`src/rtl/fft_bfly_stage.sv`:
```
// Streaming radix-2 DIT butterfly stage: x0 = a + b*w, x1 = a - b*w.
// Four-deep pipeline (operand capture, complex multiply, add/sub with
// optional /2, saturate). A single global enable freezes everything,
// including the twiddle ROM read, while the output is backpressured.
module fft_bfly_stage #(
  parameter int DW    = 17,
  parameter int TW    = 8,
  parameter int LOG2N = 4,
  parameter int STAGE = 0
) (
  input  logic                 clk,
  input  logic                 rst,
  input  logic                 in_valid,
  output logic                 in_ready,
  input  logic signed [DW-1:0] in_a_re,
  input  logic signed [DW-1:0] in_a_im,
  input  logic signed [DW-1:0] in_b_re,
  input  logic signed [DW-1:0] in_b_im,
  output logic [LOG2N-2:0]     tw_addr,
  output logic                 tw_en,
  input  logic signed [TW-1:0] tw_re,
  input  logic signed [TW-1:0] tw_im,
  input  logic                 scale,
  input  logic                 clear_ovf,
  output logic                 out_valid,
  input  logic                 out_ready,
  output logic signed [DW-1:0] out_x0_re,
  output logic signed [DW-1:0] out_x0_im,
  output logic signed [DW-1:0] out_x1_re,
  output logic signed [DW-1:0] out_x1_im,
  output logic                 out_last,
  output logic                 ovf
);

  localparam int AW = LOG2N - 1;
  localparam int PW = DW + TW + 1;
  localparam int SW = DW + 3;
  localparam int SH = LOG2N - 1 - STAGE;
  localparam logic [AW-1:0]        MASK  = AW'((1 << STAGE) - 1);
  localparam logic signed [PW-1:0] HALF  = PW'(1) << (TW - 3);
  localparam logic signed [SW-1:0] ONE_S = SW'(1);

  // Round half up and drop the twiddle's fractional bits (1.0 = 2^(TW-2)).
  function automatic logic signed [DW+1:0] round_prod(input logic signed [PW-1:0] x);
    logic signed [PW-1:0] t;
    t = x + HALF;
    t = t >>> (TW - 2);
    return t[DW+1:0];
  endfunction

  // Optional divide-by-two with round half up.
  function automatic logic signed [SW-1:0] halve(input logic signed [SW-1:0] x,
                                                 input logic en_div);
    logic signed [SW-1:0] t;
    t = x + ONE_S;
    t = t >>> 1;
    return en_div ? t : x;
  endfunction

  // True when x does not fit in DW signed bits.
  function automatic logic sat_hit(input logic signed [SW-1:0] x);
    return !((&x[SW-1:DW-1]) || !(|x[SW-1:DW-1]));
  endfunction

  // Clamp to the DW-bit signed range.
  function automatic logic signed [DW-1:0] sat(input logic signed [SW-1:0] x);
    if (sat_hit(x))
      return x[SW-1] ? {1'b1, {(DW-1){1'b0}}} : {1'b0, {(DW-1){1'b1}}};
    return x[DW-1:0];
  endfunction

  logic          stall, en, accept;
  logic [AW-1:0] j;

  logic                 vld_p1, last_p1, scale_p1;
  logic signed [DW-1:0] a_re_p1, a_im_p1, b_re_p1, b_im_p1;
  logic                 vld_p2, last_p2, scale_p2;
  logic signed [DW-1:0] a_re_p2, a_im_p2;
  logic signed [DW+1:0] p_re_p2, p_im_p2;
  logic                 vld_p3, last_p3;
  logic signed [SW-1:0] s_re_p3, s_im_p3, d_re_p3, d_im_p3;

  logic signed [PW-1:0] mul_re, mul_im;
  logic signed [SW-1:0] sum_re, sum_im, dif_re, dif_im;
  logic                 ovf_set;

  assign stall    = out_valid & ~out_ready;
  assign en       = ~stall;
  assign in_ready = ~stall & ~rst;
  assign tw_en    = in_ready;
  assign accept   = in_valid & in_ready;
  assign tw_addr  = (j & MASK) << SH;

  // Complex product b*w at full precision
  always_comb begin
    mul_re = PW'(b_re_p1) * PW'(tw_re) - PW'(b_im_p1) * PW'(tw_im);
    mul_im = PW'(b_re_p1) * PW'(tw_im) + PW'(b_im_p1) * PW'(tw_re);
  end

  // Butterfly sum and difference, wide enough to never wrap
  always_comb begin
    sum_re = SW'(a_re_p2) + SW'(p_re_p2);
    sum_im = SW'(a_im_p2) + SW'(p_im_p2);
    dif_re = SW'(a_re_p2) - SW'(p_re_p2);
    dif_im = SW'(a_im_p2) - SW'(p_im_p2);
  end

  // Control path: valid bits, butterfly counter and frame markers
  always_ff @(posedge clk) begin
    if (rst) begin
      j         <= '0;
      vld_p1    <= 1'b0;
      last_p1   <= 1'b0;
      vld_p2    <= 1'b0;
      last_p2   <= 1'b0;
      vld_p3    <= 1'b0;
      last_p3   <= 1'b0;
      out_valid <= 1'b0;
      out_last  <= 1'b0;
    end else if (en) begin
      if (accept) j <= j + 1'b1;
      // p1: beat capture
      vld_p1    <= accept;
      last_p1   <= accept & (&j);
      // p2: complex multiply
      vld_p2    <= vld_p1;
      last_p2   <= last_p1;
      // p3: add / subtract / scale
      vld_p3    <= vld_p2;
      last_p3   <= last_p2;
      // output: saturated beat
      out_valid <= vld_p3;
      out_last  <= vld_p3 & last_p3;
    end
  end

  // Data path registers; these carry no reset
  always_ff @(posedge clk) begin
    if (en) begin
      // p1: beat capture
      a_re_p1  <= in_a_re;
      a_im_p1  <= in_a_im;
      b_re_p1  <= in_b_re;
      b_im_p1  <= in_b_im;
      scale_p1 <= scale;
      // p2: complex multiply
      a_re_p2  <= a_re_p1;
      a_im_p2  <= a_im_p1;
      p_re_p2  <= round_prod(mul_re);
      p_im_p2  <= round_prod(mul_im);
      scale_p2 <= scale_p1;
      // p3: add / subtract / scale
      s_re_p3  <= halve(sum_re, scale_p2);
      s_im_p3  <= halve(sum_im, scale_p2);
      d_re_p3  <= halve(dif_re, scale_p2);
      d_im_p3  <= halve(dif_im, scale_p2);
    end
  end

  // Output data: cleared by reset, otherwise loaded with each valid beat
  always_ff @(posedge clk) begin
    if (rst) begin
      out_x0_re <= '0;
      out_x0_im <= '0;
      out_x1_re <= '0;
      out_x1_im <= '0;
    end else if (en && vld_p3) begin
      out_x0_re <= sat(s_re_p3);
      out_x0_im <= sat(s_im_p3);
      out_x1_re <= sat(d_re_p3);
      out_x1_im <= sat(d_im_p3);
    end
  end

  assign ovf_set = en & vld_p3 & (sat_hit(s_re_p3) | sat_hit(s_im_p3) |
                                  sat_hit(d_re_p3) | sat_hit(d_im_p3));

  // Sticky overflow; a new saturation beats a simultaneous clear
  always_ff @(posedge clk) begin
    if (rst)            ovf <= 1'b0;
    else if (ovf_set)   ovf <= 1'b1;
    else if (clear_ovf) ovf <= 1'b0;
  end

endmodule
```
`config.mk`:
```
export PLATFORM = sky130hd
export DESIGN_NAME = fft_bfly_stage
export DESIGN_NICKNAME = d
export VERILOG_FILES = /design/src/rtl/fft_bfly_stage.sv
export SDC_FILE = /design/constraint.sdc
export NUM_CORES = 2
export LEC_CHECK = 0
export CAP_MARGIN = 25
export CORE_AREA = 2 2 282 284
export DETAILED_ROUTE_END_ITERATION = 10
export DIE_AREA = 0 0 284 286
export GPL_TIMING_DRIVEN = 1
export PLACE_DENSITY_LB_ADDON = 0.12
export SLEW_MARGIN = 30
export SYNTH_ARGS = -nofsm -noshare
export SYNTH_HDL_FRONTEND = slang
export SYNTH_SLANG_ARGS = --single-unit
```
`constraint.sdc`:
```
create_clock -name clk -period 10.9 [get_ports clk]
set_input_delay 1.09 -clock clk [delete_from_list [all_inputs] [get_ports clk]]
set_output_delay 1.09 -clock clk [all_outputs]
set_load 0.005 [all_outputs]
```
==> qor.yml <==
status: "finished clean"
nNetsFinal: 4564
remaining_number_of_nets_flagged_by_the_antenna_check_after_routing: 0
maxSlewViolCount: 0
drt-initial-drc-count: 1341
cts_sinks: 302
cp-endpoint: "p_re_p2[18]$_DFFE_PN_"
tightest_slew_ps: 1010
min-delay-path-class: "reg2reg"
num_antenna_cells: 0
cts_resized: 0
timing.max_cap.violations: 0
detail_route.wl_per_cell_um: 17.5
period_minus_slack_ps: 7810
synth_cells: 3665
grtUsageMet3_pct: 2.73
most_used_standard_cell_by_instance_count_after_synthesis: "sky130_fd_sc_hd__inv_1"
criticalPathCategory: "in2reg"
postCtsSetupBuffers: 0
report.final.hold_viol_count: 0
finalCoreUtilization_pct: 49.4
synth-simple-area-share_pct: 16.3
postSynthRegisterBits: 302
gr-total-overflow: 0
timing.final.setup_violations: 0
clock_skew_ps: 28.4
synthesis.area_um2: 35000
area_growth_syn_to_layout_pct: 10.6
ys.flop_type: "sky130_fd_sc_hd__edfxtp_1"
clk_path_buf_depth: 3
port_buffers: 162
wire_length_reported_by_the_detailed_router_um: 84300
grt_pass1_vias: 25300
synth_largest_area_cell: "sky130_fd_sc_hd__fa_1"
xor_xnor_portion_of_the_synthesized_cell_area_pct: 3.28
fin_ws_ps: 3090
cts_hold_repair.buffers: 0
worst_setup_path_end_kind: "register"
met2_usage_pct: 35.9
worst_r2r_startpoint: "b_re_p1[7]$_DFFE_PN_"
ff2ff_path_depth: 20
timing.slew.headroom_pct: 32.3
synth.top_cells.by_count: "677 x sky130_fd_sc_hd__inv_1, 519 x sky130_fd_sc_hd__fa_1, 345 x sky130_fd_sc_hd__nand2_1, 244 x sky130_fd_sc_hd__and2_1, 227 x sky130_fd_sc_hd__ha_1"
synth_top_cell_area_share_pct: 29.7
insertion_delay_ps: 580
placementRows: 103
start_util_pct: 44.7
grt_first_pass_wirelength_um: 138000
globalRouteMet1Util_pct: 29.6
total_via_count_in_the_routed_design: 25000
gp_congestion: 0.831
cp_max_fo: 13
clkSlewWorstSetupHoldPaths_ps: 60
synthTopCellsByArea: "sky130_fd_sc_hd__fa_1 30%, sky130_fd_sc_hd__edfxtp_1 19%, sky130_fd_sc_hd__ha_1 8.1%, sky130_fd_sc_hd__inv_1 7.3%, sky130_fd_sc_hd__dfxtp_1 4.6%"
highest_clock_rate_mhz: 128
cts_root_buf: "sky130_fd_sc_hd__clkbuf_16"
drt_pass1_iterations: 5
pin_count_of_the_biggest_net_entering_global_routing: 110
dieHeight_um: 286
drc: 0
proportion_of_synthesized_area_in_mux_cells_pct: 0.644
dieArea_um2: 81200
grt_most_used_layer: "met2"
postSynth.asyncResetShare_pct: 0
synth.avg_cell_area_um2: 9.55
synth_compound_area_share_pct: 9.12
timing.reg2reg.setup_slack_ps: 3880
regToRegEndpoint: "p_re_p2[18]$_DFFE_PN_"
fillerInstances: 7576
cts_htree_levels: 2
synthDistinctLibCells: 97
ys_seq_area_share_pct: 23.6
floorplan.die.width_um: 284
clock_tree_from_tritoncts: "yes"
synth_edf_count: 222
critical_path.startpoint_type: "input port"
setup_total_negative_slack_ps: 0
post-route-period-util_pct: 71.7
critPathArrivalTime_ps: 8120
critPathLaunch: "tw_re[7]"
rsz0062_at_grt: "no"
yosys_warnings: 0
grt_antenna_before_repair: 0
dp_worst_setup_slack_ps: 2590
placeable_core_area_um2: 78400
top_level_ports: 166
required_ps: 11210
vias_per_cell: 5.19
final_layout_size_suffix_gt1_share_pct: 3.70
post_synth_fa_ha_maj_area_fraction_pct: 37.8
place_hpwl_um: 64500
groute.usage.overall_pct: 21.4
dominant_combinational_cell_family_by_area_after_synthesis: "adder cells"
numCtsBuffers: 36
[cell usage in the layout (no fill, tap or decap), types with 10 or more instances in the layout]
cell                              count
sky130_fd_sc_hd__a211o_1             10
sky130_fd_sc_hd__a211oi_1            24
sky130_fd_sc_hd__a21o_1              17
sky130_fd_sc_hd__a21oi_1            176
sky130_fd_sc_hd__a32o_1              15
sky130_fd_sc_hd__and2_1             243
sky130_fd_sc_hd__and3_1              14
sky130_fd_sc_hd__buf_4               25
sky130_fd_sc_hd__clkbuf_1            11
sky130_fd_sc_hd__clkbuf_16           37
sky130_fd_sc_hd__clkdlybuf4s50_1    158
sky130_fd_sc_hd__dfxtp_1             80
sky130_fd_sc_hd__edfxtp_1           222
sky130_fd_sc_hd__fa_1               519
sky130_fd_sc_hd__ha_1               227
sky130_fd_sc_hd__inv_1              676
sky130_fd_sc_hd__mux2i_1             11
sky130_fd_sc_hd__nand2_1            345
sky130_fd_sc_hd__nand2b_1            47
sky130_fd_sc_hd__nand3_1             44
sky130_fd_sc_hd__nand4_1             17
sky130_fd_sc_hd__nor2_1             200
sky130_fd_sc_hd__nor2b_1             19
sky130_fd_sc_hd__nor3_1             118
sky130_fd_sc_hd__nor4_1              13
sky130_fd_sc_hd__o211ai_1            14
sky130_fd_sc_hd__o21a_1              24
sky130_fd_sc_hd__o21ai_0             81
sky130_fd_sc_hd__o21bai_1            10
sky130_fd_sc_hd__o31ai_1             10
sky130_fd_sc_hd__or3_1               14
sky130_fd_sc_hd__xnor2_1             99
sky130_fd_sc_hd__xor2_1              32
[routing by layer]
layer	share of wire [%]	up-vias	wire length (µm)
li1	-	11900	-
met1	46	12500	38800
met2	48	498	40400
met3	4.2	84	3500
met4	1.9	0	1580
met5	0	-	0
[final cells by class]
type | count | area (µm²) | area share [%]
clock inverter | 15 | 214 | 0.553
inverter | 680 | 2560 | 6.61
multi-input combinational | 2519 | 23500 | 60.8
timing repair buffer | 189 | 1820 | 4.70
tap | 1050 | 1310 | 3.39
clock buffer | 51 | 1010 | 2.60
sequential | 302 | 8270 | 21.4
[state kept, by name, indices dropped and copies added (netlist names), 19 cells and up]
| signal | cells |
|---|---|
| d_im_p3 | 20 |
| d_re_p3 | 20 |
| p_im_p2 | 19 |
| p_re_p2 | 19 |
| s_im_p3 | 20 |
| s_re_p3 | 20 |
[how the worst min path moves through the flow]
stage	startpoint	to	slack (ps)	depth (start not counted)
final	a_re_p1[9]$_DFFE_PN_	a_re_p2[9]$_DFFE_PN_	420	0
after global routing	a_re_p1[9]$_DFFE_PN_	a_re_p2[9]$_DFFE_PN_	420	0
after CTS	a_re_p1[9]$_DFFE_PN_	a_re_p2[9]$_DFFE_PN_	420	0
after detailed placement	a_im_p1[7]$_DFFE_PN_	a_im_p2[7]$_DFFE_PN_	410	0
after global placement	scale_p1$_DFFE_PN_	scale_p2$_DFFE_PN_	400	0
after floorplan	a_im_p1[0]$_DFFE_PN_	a_im_p2[0]$_DFFE_PN_	400	0
[cell families (layout without fill, tap and decap cells)]
| logic type | count (synthesis) | in the layout |
|---|---|---|
| and+or+nand+nor | 1136 | 1136 |
| buffers and inverters | 846 | 935 |
| adders and majority gates | 746 | 746 |
| AOI/OAI and AO/OA | 482 | 482 |
| DFF | 302 | 302 |
| xor gates and xnor gates | 131 | 131 |
| muxes | 21 | 21 |
| other | 1 | 3 |
[stage by stage]
step / cells / hold slack (ps) / instance area, µm²
global route: 4806 / 425 / 38700
CTS: 4806 / 418 / 38700
global placement: 4738 / 401 / 37400
detailed placement: 4740 / 405 / 37500
floorplan: 3667 / 400 / 35000
finish: 4806 / 417 / 38700
[worst max-delay path: stages]
cell and delay, ps:
sky130_fd_sc_hd__clkdlybuf4s50_1 870, sky130_fd_sc_hd__inv_1 400, sky130_fd_sc_hd__nor2_1 220, sky130_fd_sc_hd__fa_1 430, sky130_fd_sc_hd__inv_1 80, sky130_fd_sc_hd__fa_1 430, sky130_fd_sc_hd__fa_1 510, sky130_fd_sc_hd__inv_1 50
sky130_fd_sc_hd__fa_1 490, sky130_fd_sc_hd__fa_1 500, sky130_fd_sc_hd__inv_1 50, sky130_fd_sc_hd__fa_1 470, sky130_fd_sc_hd__inv_1 40, sky130_fd_sc_hd__ha_1 290, sky130_fd_sc_hd__o21ai_0 110, sky130_fd_sc_hd__a22oi_1 270
sky130_fd_sc_hd__o2111ai_1 230, sky130_fd_sc_hd__a311oi_1 690, sky130_fd_sc_hd__nand3_1 240, sky130_fd_sc_hd__a21oi_1 260, sky130_fd_sc_hd__a21oi_1 140, sky130_fd_sc_hd__o21bai_1 160, sky130_fd_sc_hd__xnor2_1 80
Power is not shown: default switching activity piles up to over one toggle a cycle in this logic, so the estimate is an artifact.
